<file path="src/rtl/iq_issue_ctl.sv">
// Issue-queue extraction controller: issues an in-order hazard-free prefix of the head window and owns the register scoreboard.
// Latency: one cycle from window presentation to issue_valid; issue_stall holds the issued group and blocks consumption.
// Optional IQ_ISSUE_WB_BYPASS_EN: same-cycle writebacks release readiness (back-to-back dependent issue).
package iq_issue_ctl_pkg;
    typedef struct packed {
        logic [5:0]  tag;
        logic [25:0] payload;
    } iq_entry_t;
endpackage

module iq_issue_ctl #(
    parameter type T            = iq_issue_ctl_pkg::iq_entry_t,
    parameter int  EXT_COUNT    = 4,
    parameter int  ISSUE_WIDTH  = 2,
    parameter int  NUM_REGS     = 32,
    parameter int  WB_PORTS     = 2,
    parameter int  REGLOG2      = $clog2(NUM_REGS),
    parameter int  EXTCOUNTLOG2 = $clog2(EXT_COUNT)
) (
    input  logic                    clock,
    input  logic                    reset,
    input  logic                    flush,
    input  logic [EXT_COUNT-1:0]    iq_valid,
    input  T                        iq_entry  [EXT_COUNT],
    input  logic [REGLOG2-1:0]      iq_rs     [EXT_COUNT],
    input  logic [REGLOG2-1:0]      iq_rt     [EXT_COUNT],
    input  logic [EXT_COUNT-1:0]    iq_rs_use,
    input  logic [EXT_COUNT-1:0]    iq_rt_use,
    input  logic [REGLOG2-1:0]      iq_rd     [EXT_COUNT],
    input  logic [EXT_COUNT-1:0]    iq_rd_we,
    input  logic [WB_PORTS-1:0]     wb_valid,
    input  logic [REGLOG2-1:0]      wb_reg    [WB_PORTS],
    input  logic                    issue_stall,
    output logic                    ext_enable,
    output logic [EXTCOUNTLOG2-1:0] ext_consumed,
    output logic [ISSUE_WIDTH-1:0]  issue_valid,
    output T                        issue_entry [ISSUE_WIDTH]
);

    logic [NUM_REGS-1:0]    busy;
    logic [NUM_REGS-1:0]    busy_eff;
    logic [NUM_REGS-1:0]    busy_next;
    logic [NUM_REGS-1:0]    wb_clr;
    logic [ISSUE_WIDTH-1:0] ready;
    logic [EXTCOUNTLOG2:0]  n_sel;
    logic                   run;

    always_comb begin
        wb_clr = '0;
        for (int p = 0; p < WB_PORTS; p++)
            if (wb_valid[p]) wb_clr[wb_reg[p]] = 1'b1;
    end

`ifdef IQ_ISSUE_WB_BYPASS_EN
    assign busy_eff = busy & ~wb_clr;
`else
    assign busy_eff = busy;
`endif

    // Only slots that can land inside the issue group need a readiness verdict.
    always_comb begin
        ready = '0;
        for (int i = 0; i < ISSUE_WIDTH; i++) begin
            ready[i] = iq_valid[i];
            if (iq_rs_use[i] && busy_eff[iq_rs[i]]) ready[i] = 1'b0;
            if (iq_rt_use[i] && busy_eff[iq_rt[i]]) ready[i] = 1'b0;
            if (iq_rd_we[i]  && busy_eff[iq_rd[i]]) ready[i] = 1'b0;
            for (int j = 0; j < i; j++) begin
                if (iq_rd_we[j] && iq_rd[j] != '0) begin
                    if ((iq_rs_use[i] && iq_rs[i] == iq_rd[j]) ||
                        (iq_rt_use[i] && iq_rt[i] == iq_rd[j]) ||
                        (iq_rd_we[i]  && iq_rd[i] == iq_rd[j]))
                        ready[i] = 1'b0;
                end
            end
        end
    end

    // First blocked slot ends the group; younger ready slots never bypass it.
    always_comb begin
        n_sel = '0;
        run   = 1'b1;
        for (int i = 0; i < ISSUE_WIDTH; i++) begin
            run = run & ready[i];
            if (run) n_sel = (EXTCOUNTLOG2+1)'(i + 1);
        end
    end

    assign ext_enable   = (n_sel != '0) && !issue_stall && !flush && !reset;
    assign ext_consumed = ext_enable ? EXTCOUNTLOG2'(n_sel - 1'b1) : '0;

    always_comb begin
        busy_next = busy & ~wb_clr;
        if (ext_enable)
            for (int k = 0; k < ISSUE_WIDTH; k++)
                if ((EXTCOUNTLOG2+1)'(k) < n_sel && iq_rd_we[k]) busy_next[iq_rd[k]] = 1'b1;
        busy_next[0] = 1'b0;
    end

    always_ff @(posedge clock) begin
        if (reset) begin
            issue_valid <= '0;
            busy        <= '0;
            for (int k = 0; k < ISSUE_WIDTH; k++) issue_entry[k] <= '0;
        end else if (flush) begin
            issue_valid <= '0;
            busy        <= '0;
        end else begin
            busy <= busy_next;
            if (ext_enable) begin
                for (int k = 0; k < ISSUE_WIDTH; k++) begin
                    issue_valid[k] <= ((EXTCOUNTLOG2+1)'(k) < n_sel);
                    issue_entry[k] <= iq_entry[k];
                end
            end else if (!issue_stall) begin
                issue_valid <= '0;
            end
        end
    end

    // Window slots beyond the issue width are never examined.
    if (EXT_COUNT > ISSUE_WIDTH) begin : g_tail
        logic unused_tail;
        always_comb begin
            unused_tail = 1'b0;
            for (int i = ISSUE_WIDTH; i < EXT_COUNT; i++)
                unused_tail = unused_tail ^ iq_valid[i] ^ (^iq_entry[i]) ^ (^iq_rs[i]) ^ (^iq_rt[i])
                            ^ iq_rs_use[i] ^ iq_rt_use[i] ^ (^iq_rd[i]) ^ iq_rd_we[i];
        end
    end

endmodule
</file>
<file path="config.mk">
export PLATFORM = sky130hd
export DESIGN_NAME = iq_issue_ctl
export DESIGN_NICKNAME = d
export VERILOG_FILES = /design/src/rtl/iq_issue_ctl.sv
export SDC_FILE = /design/constraint.sdc
export NUM_CORES = 1
export LEC_CHECK = 0
export ABC_AREA = 1
export BUFFER_PORTS_ARGS = -buffer_cell sky130_fd_sc_hd__buf_2
export CORE_ASPECT_RATIO = 0.75
export CORE_UTILIZATION = 53
export CTS_BUF_LIST = sky130_fd_sc_hd__clkbuf_8 sky130_fd_sc_hd__clkbuf_16
export CTS_CLUSTER_DIAMETER = 30
export DETAILED_ROUTE_END_ITERATION = 16
export PLACE_DENSITY_LB_ADDON = 0.2
export SLEW_MARGIN = 20
export SYNTH_ARGS = -nofsm -noshare
export SYNTH_HDL_FRONTEND = slang
export SYNTH_SLANG_ARGS = --single-unit
</file>
<file path="constraint.sdc">
create_clock -name clock -period 8 [get_ports clock]
set_input_delay 1.6 -clock clock [delete_from_list [all_inputs] [get_ports clock]]
set_output_delay 1.6 -clock clock [all_outputs]
set_load 0.05 [all_outputs]
</file>
==> impl_results.md <==
* Status: finished, final reports clean
* Core footprint at 12,300 sq um
* Synthesized instance count at 1,145
* Floorplan die area at 13,100 sq um
* Via count of the first global-routing pass at 7,176
* Reg-to-reg setup timing slack at 3990 ps
* Remaining DRCs at 0
* Hold wc startpoint: issue_entry[50]
* Port-buffer cells at 185
* Category of cells accounting for the largest share of critical-path delay: simple AND/OR/NAND/NOR gates
* Share of Yosys cell area claimed by the top area cell type at 0.291
* Number of optimization iterations in the first detailed-route pass at 6
* Cell Count Post-Placement at 1,446
* Netlist area before placement at 6680 sq um
* Maximum VDD drop at 0.115 mV
* Clk sink count at 97
* Arrival time of data at the critical path endpoint at 4670 ps
* Avg Synthesized Cell Area at 5.83 sq um
* Htree depth at 3
* Final cycle utilization of the critical path at 0.783
* Total number of vias at 8,286
* Worst path buffer plus inverter count at 4
* Depth of the most critical reg-to-reg path at 15
* Grt total ovfl at 0
* HPWL Detailed at 19.4 mm
* Number of maximum-capacitance violations at 0
* Max Clock Freq at ~0.16 GHz
* Post-route antenna net violation count at 0
* Distinct cell type count after synthesis at 29
* Commonest cells after routing, fill and taps aside: 417 x nand2_1, 185 x buf_2, 152 x nand3_1
* Post-placement cell area at between 7000 and 8000 sq um
* Area growth from synthesis to layout at 18.6%
* Top fanout value on the critical path at 23
* Max Buffers Root-to-Sink at 2
* Count of antenna diodes in the layout at 0
* Synth warn at 0
* Worst relative slew slack at 0.313
* Clock tree from TritonCTS: yes
* Initial antenna violation count at 0
* I/O Pins at 289
* Main area contributors after synthesis: dfxtp_1 29%, nand2_1 23%, nand3_1 11%, inv_1 7.8%, o31ai_1 7.2%
* Class of the most critical hold timing path: reg -> reg
* Transition time at the pin with the least slew margin at 1020 ps
* Critical path type: in -> out
* Multi-input gate area in the final layout at 3940 sq um
* Final Routed Wirelength at 25.9 mm
* Global-route wire length before repair at just under 40 mm
* Crit path required time at 6400 ps
* Routed wire per std cell at 17.7 microns
* Overall global routing resource usage at 0.395
* # rows at 35
* Placer Congestion at 1.09
* Final hold violations at 0
* Effective utilization at floorplan at 0.544
* Number of register bits inferred by synthesis at 97
* Count of routing violations after the opening detailed-route iteration at 1,222
* Placement-stage worst setup slack at about 2000 ps
* Fraction of layout cells with a size suffix above 1 at 0.164
* Critical register-to-register path endpoint: busy[20]
* Die boundary width at 132 microns
* Final Total Pwr at 1.15 mW
* Kind of capture point of the worst setup path: output port
* Register area share after synthesis at 0.291
* Worst-skew pair later-pin latency at 350 ps
* Net count after synthesis at 1,365
* CTS hold repair buffers at 0
* Net count, final at 1,511
* Post-cts resize count at 0
* Number of fill cells in the layout at 1,199
* Cells on Worst Hold Path at 2
* Worst path cell trace: buf_2, inv_2, nor2_1, nand2_1, nand3_1, nand2_1, nand2_1, nor2_1, nand2_1, a21oi_1, nand3_1, nor3_4, nand2_1, inv_1, buf_2
* Post-CTS setup buffers at 0
* Pin count of the biggest net entering global routing at 103
* Most frequent standard cell in the layout excluding fill and tap cells: nand2_1
* Post-Route Skew at 5.82 ps
* Crit path time final at 6270 ps
* Cell chosen for the clock root: clkbuf_16
* Unrepaired setup endpoints after global routing: false
* Worst-case hold slack at 460 ps
* Kind of start point of the critical path: input port
* Min setup slack post-route at 1730 ps
* Post-route non-filler standard cell count at 1,462
* Clock edge transition at the registers on the reported setup and hold paths at 70 ps
* Final Instance Area at 7920 sq um
* Largest stage delay, worst path at 490 ps
* Die Ht at 99.2 microns
* Launching point of the worst reg2reg path: busy[10]
* Storage element area at 1940 sq um
* Count of final setup violators at 0
* Post-detailed-route via-to-cell ratio at approximately 5.7
* Max-slew violation count at 0
* Standard cell with the maximum stage delay on the critical path: nor3_4
* Post-Route Setup TNS at 0 ps
* Post-Route Utilization at 0.646
* CTS Buf Count at 9
* Lkg Pwr at approximately 3.5 nW
* Pwr/cell area at roughly 150 nW/um^2
* Endpoint of the worst hold path: issue_entry[50]
* Top cell type by total area after synthesis: dfxtp_1
* Cell type with the highest occurrence count on the critical path: nand2_1
## cell families after synthesis
| kind of cell | Yosys count | synth area share |
|---|---|---|
| AOI/OAI and AO/OA | 174 | 0.168 |
| and+or+nand+nor | 669 | 0.418 |
| xor gates and xnor gates | 2 | 0.00262 |
| DFF | 97 | 0.291 |
| buffers and inverters | 202 | 0.120 |
| other | 1 | 0.000562 |
## layout make-up
type                            instances  area share
Clock buffer                           10      0.0302
Clock inverter                          6     0.00759
Tap cell                              166      0.0262
Sequential cell                        97       0.245
Multi-Input combinational cell        846       0.498
Timing Repair Buffer                  193       0.125
Inverter                              144      0.0683
## per-layer routing
| layer | track usage | part of all wire | vias to the layer above |
|---|---|---|---|
| li1 | - | - | 4044 |
| met1 | 0.564 | 0.43 | 3604 |
| met2 | 0.541 | 0.38 | 582 |
| met3 | 0.134 | 0.15 | 56 |
| met4 | 0.146 | 0.034 | 0 |
| met5 | 0 | 0 | - |
## cells in the mapped netlist, drive strengths merged
cell type	number
o22ai	7
nand2	417
buf	29
dfxtp	97
xor2	1
clkbuf	29
clkinv	4
nor3	40
o31ai	64
nor2	47
a21oi	31
nand4	10
inv	140
o211ai	12
nand3b	2
xnor2	1
o2111ai	1
a31oi	1
conb	1
a31o	1
nor4	1
a221o	9
o21ai	48
nand3	152
## how the worst max path moves through the flow
| stage | start | end | slack (ps) | cells after the start |
|---|---|---|---|---|
| 3_5_place_dp | iq_rd[15] | ext_consumed[0] | 1950 | 15 |
| 6_report | iq_rd[15] | ext_consumed[0] | 1730 | 15 |
| 5_1_grt | iq_rd[15] | ext_consumed[0] | 1600 | 15 |
| 4_1_cts | iq_rd[15] | ext_consumed[0] | 1930 | 15 |
| 3_3_place_gp | iq_rd[15] | ext_consumed[0] | 1900 | 15 |
| 2_1_floorplan | iq_rt[15] | ext_consumed[0] | 2740 | 14 |
## sequential cells by signal (all words and copies together) (netlist names)
name         count
busy            31
issue_entry     64
issue_valid      2
## power breakdown
part	internal [mW]	leakage (nW)	total (mW)	switching, mW
Sequential	0.493	0.784	0.499	0.00621
Clock	0.227	0.147	0.429	0.202
Combinational	0.0598	2.62	0.221	0.161
Total	0.779	3.55	1.15	0.369
## tightest hold or removal path: cells and delay by family (launching register included)
family / cells / cell delay, ps
AO/OA/AOI/OAI: 1 / 60
flip-flops: 1 / 310
buffers and inverters: 1 / 50
(Power assumes the default switching activity.)
